**src/rtl/fetch_pc_unit.sv**
```systemverilog
// IF-stage program counter with ID/EXE PC tracking, misprediction redirect/flush
// and saturating branch and misprediction statistics counters.
module fetch_pc_unit #(
    parameter int              PC_W     = 10,
    parameter logic [PC_W-1:0] RESET_PC = 10'h000,
    parameter int              CNT_W    = 16
) (
    input  logic              CLK,
    input  logic              rst,
    input  logic              stall,
    input  logic              if_prediction,
    input  logic [PC_W-1:0]   if_PBT,
    input  logic [1:0]        exe_correction,
    input  logic [PC_W-1:0]   exe_PBT,
    input  logic [PC_W-1:0]   exe_CNI,
    input  logic              exe_is_branch,
    output logic [PC_W-1:0]   if_PC,
    output logic [PC_W-1:0]   id_PC,
    output logic              id_valid,
    output logic [PC_W-1:0]   exe_PC,
    output logic              exe_valid,
    output logic              flush,
    output logic [CNT_W-1:0]  br_count,
    output logic [CNT_W-1:0]  mispred_count
);

    logic            corr;
    logic            br_seen;
    logic [PC_W-1:0] next_pc;

    assign corr    = exe_valid & exe_correction[1];
    assign flush   = corr;
    assign br_seen = exe_valid & exe_is_branch;

    // A qualifying correction outranks the stall so a redirect can never be dropped.
    always_comb begin
        next_pc = if_PC + 1'b1;
        if (corr)
            next_pc = exe_correction[0] ? exe_PBT : exe_CNI;
        else if (stall)
            next_pc = if_PC;
        else if (if_prediction)
            next_pc = if_PBT;
    end

    always_ff @(posedge CLK) begin
        if (rst) begin
            if_PC     <= RESET_PC;
            id_PC     <= '0;
            id_valid  <= 1'b0;
            exe_PC    <= '0;
            exe_valid <= 1'b0;
        end else begin
            if_PC <= next_pc;
            if (corr) begin
                id_PC     <= if_PC;
                id_valid  <= 1'b0;
                exe_PC    <= id_PC;
                exe_valid <= 1'b0;
            end else if (stall) begin
                exe_PC    <= id_PC;
                exe_valid <= 1'b0;
            end else begin
                id_PC     <= if_PC;
                id_valid  <= 1'b1;
                exe_PC    <= id_PC;
                exe_valid <= id_valid;
            end
        end
    end

    // Statistics counters stick at all-ones instead of wrapping.
    always_ff @(posedge CLK) begin
        if (rst) begin
            br_count      <= '0;
            mispred_count <= '0;
        end else begin
            if (br_seen && (br_count != {CNT_W{1'b1}}))
                br_count <= br_count + 1'b1;
            if (corr && (mispred_count != {CNT_W{1'b1}}))
                mispred_count <= mispred_count + 1'b1;
        end
    end

endmodule

```
**config.mk**
```make
export PLATFORM = sky130hd
export DESIGN_NAME = fetch_pc_unit
export DESIGN_NICKNAME = d
export VERILOG_FILES = /design/src/rtl/fetch_pc_unit.sv
export SDC_FILE = /design/constraint.sdc
export NUM_CORES = 1
export LEC_CHECK = 0
export ABC_AREA = 1
export BUFFER_PORTS_ARGS = -buffer_cell sky130_fd_sc_hd__buf_2
export CAP_MARGIN = 20
export CORE_MARGIN = 5
export CORE_UTILIZATION = 52
export DETAILED_ROUTE_END_ITERATION = 8
export PLACE_DENSITY_LB_ADDON = 0.25
export SYNTH_ARGS = -nofsm -noshare
export SYNTH_HDL_FRONTEND = slang
export SYNTH_SLANG_ARGS = --single-unit
```
**constraint.sdc**
```tcl
create_clock -name CLK -period 1.95 [get_ports CLK]
set_input_delay 0.39 -clock CLK [delete_from_list [all_inputs] [get_ports CLK]]
set_output_delay 0.39 -clock CLK [all_outputs]
set_load 0.01 [all_outputs]
```
==> results by group <==
Run status
  • Status: finished, final reports clean

Worst setup path
  • Worst Path Max Fanout: 15
  • Startpoint Class: register
  • Critical path class: reg2reg
  • Worst path required time: 2.17 ns
  • Arrival @ worst endpoint: 1.94 ns
  • Crit path capture type: register

STA
  • Crit path time final: 1.72 ns
  • RSZ-0062 raised after global routing: no
  • Slew HR: 63.9%
  • Clock skew: 0.00858 ns
  • Final Hold Vio Count: 0
  • Fin. max-slew vios: 0
  • Final worst slack: 0.231 ns
  • Fin crit share: 88.1%
  • Aggregate negative setup slack: 0 ns
  • # setup viols final: 0
  • Worst slew pin tran: 0.541 ns
  • Max Fclk: 582 MHz

Clock network
  • CTS tree: done
  • Clk slew on worst S/H paths: 0.08 ns
  • Clock buffer depth: 2
  • Setup Buffers After CTS: 0
  • H-tree depth: 3
  • CTS Buf Count: 9
  • CTS resizes: 0
  • CTS sink count: 64
  • CTS Hold Bufs: 0
  • CTS root buffer: clkbuf_8
  • Clock Latency Late Sink: 0.35 ns

Placed design
  • Post-DP Area: 3990 um2
  • Setup WS pre-CTS: 0.247 ns
  • # port buffers: 101
  • Routability cong.: 0.902
  • Post-DP HPWL: 6900 um

GRT
  • Grt ovf: 0
  • Largest net degree at the start of global routing: 40
  • GRT Overall Usage: 22.3%
  • Vias in the first global route: 3394
  • Antenna violations before repair: 1
  • First-pass GRT wire length: 15400 um

Synthesis
  • YS warnings: 0
  • Post-Synthesis Cell Area: 3390 um2
  • Number of synthesized register bits: 64
  • Sequential fraction of the synthesis area: 37.8%
  • Mean Syn Cell Area: 6.59 um2
  • Post-Syn Nets: 555
  • Syn Inst Count: 515
  • Distinct cells, synth: 30

Pwr
  • Cell Pwr Density: 662 nW/um2
  • VDD IR max: 0.529 mV
  • P_leak: 1.88 nW

Finish
  • Fraction of layout cells with a size suffix above 1: 23.2%
  • ANT cells: 0
  • Most frequent cells in the layout: nand2_1, buf_2, nor2_1, dfxtp_1, a21oi_1
  • Finished layout cell area: 4170 um2
  • Commonest non-fill, non-tap cell in the layout: nand2_1
  • Filler cells: 589
  • Nets@finish: 661
  • Area grow syn2layout: 22.8%

Detailed routing
  • Drt initial violations: 139
  • # DRC: 0
  • Drt total wl: 9140 um
  • Pre-antenna DRT Iters: 4
  • Routed length per instance: 13.0 um
  • Vias per inst: 5.19
  • Vias: 3648
  • Final ANT Viol Nets: 0

Floorplan
  • Die span in x: 90.8 um
  • I/O Pins: 102
  • Total die area: 8240 um2
  • Core area: 6350 um2
  • Starting Density: 53.4%
  • Die H: 90.8 um
  • Rows: 29

Run
  • Max Cap Viol: 0

Worst hold path
  • Worst hold path type: in2reg
per-stage QoR:
stage | cells | total power [mW] | utilization, % | hold WS [ns]
2_1_floorplan | 515 | 1.59 | - | 0.456
3_3_place_gp | 687 | 1.73 | 62.8 | 0.426
3_5_place_dp | 687 | 1.73 | 62.8 | 0.432
4_1_cts | 703 | 2.78 | 65.6 | 0.228
5_1_grt | 703 | 2.88 | 65.6 | 0.248
6_report | 703 | 2.76 | 65.6 | 0.233
logic make-up (layout without fill, tap and decap cells):
group	after synthesis	after routing	synth area share [%]
buf+inv	64	175	7.97
flops	64	64	37.8
compound gates	95	95	15.2
xor+xnor	17	17	4.39
simple gates	272	272	33.5
fa+ha+maj	3	3	1.11
area by class of cell:
type                            count  area [um2]  area share, %
Clock inverter                      7        53.8           1.29
Timing Repair Buffer              113         596           14.3
Tap cell                           77        96.3           2.31
Multi-Input combinational cell    387        1840           44.2
Clock buffer                        9         124           2.97
Inverter                           46         175           4.20
Sequential cell                    64        1280           30.8
report_power, final:
part           total (mW)  internal [mW]  switching, mW
Clock                1.06          0.471          0.586
Sequential           1.39           1.35         0.0390
Combinational       0.310          0.126          0.184
sequential cells by signal (all words and copies together), names as in the netlist:
name	flops
if_PC	10
exe_PC	10
br_count	16
id_valid	1
exe_valid	1
mispred_count	16
id_PC	10
Yosys cell counts:
library cell  count  share of area [%]
a211oi_1          1               0.22
a21oi_1          49                7.2
a21oi_2           4                1.0
a31oi_1           1               0.18
buf_1             2               0.22
buf_2             4               0.59
buf_6             3                1.0
clkbuf_1          9                1.0
clkinv_1          2               0.22
dfxtp_1          64                 38
ha_1              3                1.1
inv_1            42                4.6
inv_2             1               0.11
inv_4             1               0.18
nand2_1         153                 17
nand2_2           4               0.74
nand3_1          22                3.2
nand3b_1          2               0.44
nand4_1          12                2.2
nor2_1           72                8.0
nor2_4            5                1.7
nor3_1            1               0.15
nor4_1            1               0.18
o211ai_1          2               0.44
o21ai_0          34                5.0
o21ai_4           1               0.48
o21bai_1          2               0.44
o22ai_1           1               0.18
xnor2_1           4                1.0
xor2_1           13                3.4
metal layers:
metal / track usage, % / vias to the layer above / part of all wire, %
met5: 0 / - / 0.14
met4: 7.32 / 2 / 1.1
met3: 5.67 / 13 / 5.8
met2: 38.5 / 100 / 50
met1: 26.7 / 1664 / 43
li1: - / 1869 / -
worst max-delay path, stage by stage (launching register included):
cell     delay, ns
dfxtp_1       0.40
ha_1          0.22
nand2_2       0.10
nor2_4        0.12
nand2_2       0.09
o21ai_4       0.28
inv_2         0.20
nand2_1       0.12
a21oi_1       0.06
final timing paths:
path / from / endpoint / slack [ns] / cells after the start
max: mispred_count[1] / mispred_count[10] / 0.23 / 8
min: stall / exe_valid / 0.23 / 2
max reg2reg: mispred_count[1] / mispred_count[10] / 0.23 / 8
min reg2reg: id_PC[8] / exe_PC[8] / 0.45 / 2
(Power assumes the default switching activity.)
